**src/rtl/pixel_serializer.sv**
```systemverilog
// pixel_serializer: unpacks PIXELS_PER_BURST Mono8 pixels per input burst into a one-pixel stream.
// Define PIXEL_SERIALIZER_TLAST_CHECK_EN to enable the sticky s_axis_tlast mismatch flag (err_tlast).
module pixel_serializer #(
    parameter int unsigned IN_ROWS          = 20,
    parameter int unsigned IN_COLS          = 20,
    parameter int unsigned PIXELS_PER_BURST = 4
) (
    input  logic                            clk,
    input  logic                            reset,
    input  logic                            ap_start,
    output logic                            ap_ready,
    output logic                            ap_idle,
    output logic                            ap_done,
    input  logic                            s_axis_tvalid,
    output logic                            s_axis_tready,
    input  logic [8*PIXELS_PER_BURST-1:0]   s_axis_tdata,
    input  logic                            s_axis_tlast,
    output logic                            m_axis_tvalid,
    input  logic                            m_axis_tready,
    output logic [7:0]                      m_axis_tdata,
    output logic [$clog2(IN_COLS)-1:0]      cnt_col,
    output logic [$clog2(IN_ROWS)-1:0]      cnt_row,
    output logic                            err_tlast
);

    localparam int unsigned CW = $clog2(IN_COLS);
    localparam int unsigned RW = $clog2(IN_ROWS);
    localparam int unsigned IW = (PIXELS_PER_BURST > 1) ? $clog2(PIXELS_PER_BURST) : 1;
    localparam int unsigned NB = IN_ROWS * IN_COLS / PIXELS_PER_BURST;
    localparam int unsigned BW = $clog2(NB + 1);

    typedef enum logic [1:0] {S_IDLE, S_RUN, S_DONE} state_t;

    state_t                          r_state;
    logic [8*PIXELS_PER_BURST-1:0]   r_buf;
    logic                            r_full;
    logic [IW-1:0]                   r_idx;
    logic [CW-1:0]                   r_col;
    logic [RW-1:0]                   r_row;
    logic [BW-1:0]                   r_bcnt;
    logic                            r_last_loaded;

    logic                            w_pix_acc;
    logic                            w_idx_last;
    logic                            w_col_last;
    logic                            w_frame_end;
    logic                            w_final_burst;
    logic                            w_burst_acc;
    logic [7:0]                      w_bytes [PIXELS_PER_BURST];

    for (genvar g = 0; g < PIXELS_PER_BURST; g++) begin : g_bytes
        assign w_bytes[g] = r_buf[8*g +: 8];
    end

    assign w_pix_acc     = r_full && m_axis_tready;
    assign w_idx_last    = (r_idx == IW'(PIXELS_PER_BURST - 1));
    assign w_col_last    = (r_col == CW'(IN_COLS - 1));
    assign w_frame_end   = w_pix_acc && w_col_last && (r_row == RW'(IN_ROWS - 1));
    assign w_final_burst = (r_bcnt == BW'(NB - 1));

    // Refill when empty or as the last buffered pixel leaves, unless the frame's final burst is already in.
    assign s_axis_tready = (r_state == S_RUN) && !r_last_loaded &&
                           (!r_full || (w_pix_acc && w_idx_last));
    assign w_burst_acc   = s_axis_tvalid && s_axis_tready;

    assign ap_idle       = (r_state == S_IDLE);
    assign ap_ready      = (r_state == S_IDLE);
    assign ap_done       = (r_state == S_DONE);
    assign m_axis_tvalid = r_full;
    assign m_axis_tdata  = w_bytes[r_idx];
    assign cnt_col       = r_col;
    assign cnt_row       = r_row;

    always_ff @(posedge clk or posedge reset) begin
        if (reset) begin
            r_state       <= S_IDLE;
            r_buf         <= '0;
            r_full        <= 1'b0;
            r_idx         <= '0;
            r_col         <= '0;
            r_row         <= '0;
            r_bcnt        <= '0;
            r_last_loaded <= 1'b0;
        end else begin
            case (r_state)
                S_IDLE: begin
                    if (ap_start) begin
                        r_state       <= S_RUN;
                        r_full        <= 1'b0;
                        r_idx         <= '0;
                        r_col         <= '0;
                        r_row         <= '0;
                        r_bcnt        <= '0;
                        r_last_loaded <= 1'b0;
                    end
                end
                S_RUN: begin
                    if (w_pix_acc) begin
                        if (w_idx_last) begin
                            r_idx  <= '0;
                            r_full <= 1'b0;
                        end else begin
                            r_idx <= r_idx + IW'(1);
                        end
                        if (w_col_last) begin
                            r_col <= '0;
                            r_row <= w_frame_end ? '0 : r_row + RW'(1);
                        end else begin
                            r_col <= r_col + CW'(1);
                        end
                    end
                    // A new burst overrides the empty-buffer update above.
                    if (w_burst_acc) begin
                        r_buf         <= s_axis_tdata;
                        r_full        <= 1'b1;
                        r_idx         <= '0;
                        r_bcnt        <= r_bcnt + BW'(1);
                        r_last_loaded <= w_final_burst;
                    end
                    if (w_frame_end) begin
                        r_state <= S_DONE;
                    end
                end
                S_DONE: begin
                    r_state <= S_IDLE;
                end
                default: begin
                    r_state <= S_IDLE;
                end
            endcase
        end
    end

`ifdef PIXEL_SERIALIZER_TLAST_CHECK_EN
    logic r_err;

    // Sticky flag: tlast must be set on exactly the frame's final burst.
    always_ff @(posedge clk or posedge reset) begin
        if (reset) begin
            r_err <= 1'b0;
        end else if (w_burst_acc && (s_axis_tlast != w_final_burst)) begin
            r_err <= 1'b1;
        end
    end

    assign err_tlast = r_err;
`else
    logic w_unused_tlast;

    assign w_unused_tlast = s_axis_tlast;
    assign err_tlast      = 1'b0;
`endif

endmodule

```
**config.mk**
```make
export PLATFORM = sky130hd
export DESIGN_NAME = pixel_serializer
export DESIGN_NICKNAME = d
export VERILOG_FILES = /design/src/rtl/pixel_serializer.sv
export SDC_FILE = /design/constraint.sdc
export NUM_CORES = 1
export LEC_CHECK = 0
export BUFFER_PORTS_ARGS = -buffer_cell sky130_fd_sc_hd__clkbuf_2
export CAP_MARGIN = 10
export CORE_MARGIN = 8
export CORE_UTILIZATION = 30
export CTS_CLUSTER_DIAMETER = 40
export DETAILED_ROUTE_END_ITERATION = 12
export PLACE_DENSITY = 0.55
export SYNTH_ARGS = -nofsm -noshare
export SYNTH_HDL_FRONTEND = slang
export SYNTH_SLANG_ARGS = --single-unit
```
**constraint.sdc**
```tcl
create_clock -name clk -period 1.79 [get_ports clk]
set_input_delay 0.179 -clock clk [delete_from_list [all_inputs] [get_ports clk]]
set_output_delay 0.179 -clock clk [all_outputs]
set_load 0.05 [all_outputs]
```
==> results.rst <==
.. list-table::
   :header-rows: 1

   * - Metric
     - Value
   * - First-pass GRT wire length
     - ~9800 um
   * - Vias per std cell
     - 4.827
   * - Die outline area
     - 12060 um^2
   * - Warnings, synthesis
     - 0
   * - Number of design rule violations left after detail routing
     - 0
   * - Power Total
     - 5.854 mW
   * - Hold path start
     - s_axis_tdata[17]
   * - Post-Synthesis Mean Instance Area
     - 12.45 um^2
   * - Result of the run
     - finished, final reports clean
   * - Critical Path RT
     - 1.61 ns
   * - TritonCTS clock tree
     - built
   * - Net count of the mapped netlist
     - 254
   * - Die Wd
     - 109.8 um
   * - Final antenna diode count
     - 0
   * - Overall Global Routing Usage
     - 10.20%
   * - Mapped Cells
     - 212
   * - Count of buffers from port buffering
     - 59
   * - Maximum operating frequency
     - 561.8 MHz
   * - Top Ports
     - 62
   * - Number of global-route vias before repair
     - ~2000
   * - Share of the synthesized area in the top cell type
     - 52.13%
   * - Rows
     - 34
   * - Leak Pwr
     - between 1.5 and 2 nW
   * - Pins Over Slew Limit
     - 0
   * - Capture point of the worst reg-to-reg path
     - r_bcnt[6]
   * - Ratio of cells with drive above 1 in the final layout
     - approximately 49%
   * - Clock latency on the worst-skew pair
     - 0.32 ns
   * - Worst Skew
     - 0.01199 ns
   * - Commonest cells after routing, fill and taps aside
     - 52 x dfrtp_1, 50 x clkbuf_2, 32 x mux2_2, 18 x nand2_1, 17 x o21ai_0
   * - Final hold violation count
     - 0
   * - NumNets Final
     - 327
   * - Total length of routed wires
     - around 6000 um
   * - Critical path launch point type
     - flip-flop
   * - Worst reg2reg path depth
     - 5
   * - Synth async-reset ratio
     - 100.0%
   * - HPWL after detailed placement
     - 4336 um
   * - Worst hold path depth
     - 2
   * - Origin of the critical flop-to-flop path
     - r_state[1]
   * - Power Dens Cells
     - ~1700 nW/um^2
   * - Initial antenna violation count
     - 0
   * - Class of the most critical hold timing path
     - primary input to flip-flop
   * - Placeable core area
     - approximately 8600 um^2
   * - Area growth syn-to-layout
     - 28.96%
   * - Total CTS buffers
     - 5
   * - Count of H-tree levels built during CTS
     - 2
   * - Worst hold slack
     - 0.07993 ns
   * - Seq cells post-synth
     - 55
   * - CP Capture Type
     - output port
   * - Clock sinks
     - 55
   * - Share of the cycle needed by the critical path after routing
     - 99.44%
   * - Via count
     - between 1500 and 2000
   * - Synth unique cells
     - 40
   * - Final core occ
     - about two fifths
   * - Sequential-to-total area share from yosys stat
     - 52.13%
   * - Initial core utilization
     - 30.57%
   * - Clock transition at the registers of the reported paths
     - 0.12 ns
   * - Reg2reg setup slack
     - ~0.10 ns
   * - Largest area contributor in the synthesized netlist
     - dfrtp_1
   * - Worst IR drop on VDD
     - 1.138 mV
   * - Minimum period implied by the final worst setup slack
     - 1.780 ns
   * - Average wire per cell in the routed design
     - 14.93 um
   * - Routability congestion estimate from global placement
     - 0.7169
   * - Max-capacitance violation count
     - 0
   * - Leading cell type in the layout, fill and taps excluded
     - dfrtp_1
   * - Primary flip-flop cell chosen by synthesis mapping
     - dfrtp_1
   * - Setup violators final
     - 0
   * - Unrepaired setup endpoints after global routing
     - yes
   * - Global route total overflow
     - 0
   * - Worst path arrival time
     - 1.60 ns
   * - EDFF count, synth
     - 0
   * - Antenna Nets Post-Route
     - 0
   * - CTS Root Buffer Type
     - clkbuf_8
   * - Top cells by area in the synthesized netlist
     - dfrtp_1 52%, mux2_2 14%, mux4_2 6.8%
   * - Drt first pass iters
     - 6
   * - Worst-path maximum fanout
     - 8
   * - Area of the mapped netlist
     - 2640 um^2
   * - Endpoint of the worst hold path
     - r_buf[17]
   * - Longest Clk Path Bufs
     - 2
   * - Y dimension of the die
     - 109.8 um
   * - CP Class
     - flip-flop to output port
   * - Initial DRC count
     - 46
   * - Largest net degree at the start of global routing
     - 26
logic make-up after synthesis:
family	after synthesis	synth area share, %
buffers and inverters	14	2.654
AOI/OAI and AO/OA	39	9.717
and+or+nand+nor	58	12.61
muxes	41	20.85
adders and majority gates	4	1.896
DFF	55	52.13
other	1	0.1420
critical path, cell delays in order, from the launching register on:
cell and delay [ns]:
dfrtp_1 0.40, buf_8 0.17, mux4_2 0.54, buf_8 0.17
timing repair:
item                                   CTS  global route
hold buffers                             1             0
pin swaps                                0             1
buffers inserted                         1             2
setup endpoints to repair                8            12
endpoints found under the hold margin   17             0
gates resized for setup                 18            11
metrics by stage:
| stage | setup WS [ns] | TNS (ns) | instances | area, um^2 |
|---|---|---|---|---|
| floorplan | 0.01571 | 0 | 212 | 2645 |
| global placement | 0.1135 | 0 | 382 | 3176 |
| detailed placement | 0.1140 | 0 | 382 | 3176 |
| CTS | -0.01695 | -0.05484 | 392 | 3371 |
| global route | -0.06912 | -0.4060 | 394 | 3405 |
| finish | 0.01003 | 0 | 394 | 3405 |
layer usage:
metal	track usage (%)	wire [um]	up-vias
li1	-	-	918
met1	13.53	2605	949
met2	16.22	2994	30
met3	2.227	209	5
met4	3.086	73	0
met5	0	0	-
report_power, final:
part	internal, mW	total, mW	switching (mW)
registers	1.75	2.07	0.320
logic	1.40	3.03	1.63
clock network	0.298	0.759	0.461
total	3.45	5.85	2.41
sequential cells by signal, indices dropped and copies added, names as in the netlist:
register	flops
r_buf	32
r_state	2
cnt_col	5
r_last_loaded	1
cnt_row	5
r_bcnt	7
r_idx	2
m_axis_tvalid	1
how the worst max path moves through the flow:
stage	endpoint	slack (ns)	cells after the start	start
after detailed placement	r_bcnt[6]	0.11	5	r_state[1]
after floorplan	cnt_row[4]	0.02	5	cnt_col[0]
after global placement	cnt_row[4]	0.11	5	cnt_col[0]
after global routing	m_axis_tdata[1]	-0.07	3	r_idx[1]
final	m_axis_tdata[1]	0.01	3	r_idx[1]
after CTS	m_axis_tdata[2]	-0.02	3	r_idx[1]
synth_stat cells (5+ instances only):
cell type and n:
nand2_1 18, nand3_1 7, mux2_2 32, nor2_1 7, dfrtp_1 55, mux4_2 8
buf_2 5, o21ai_0 17
layout make-up:
class	instances	area, um^2
Sequential cell	55	1380
Clock inverter	3	33.78
Clock buffer	5	68.82
Inverter	4	15.01
Tap cell	108	135.1
Fill cell	859	5231
Timing Repair Buffer	76	561.8
Multi-Input combinational cell	143	1210
(Power assumes the default switching activity.)
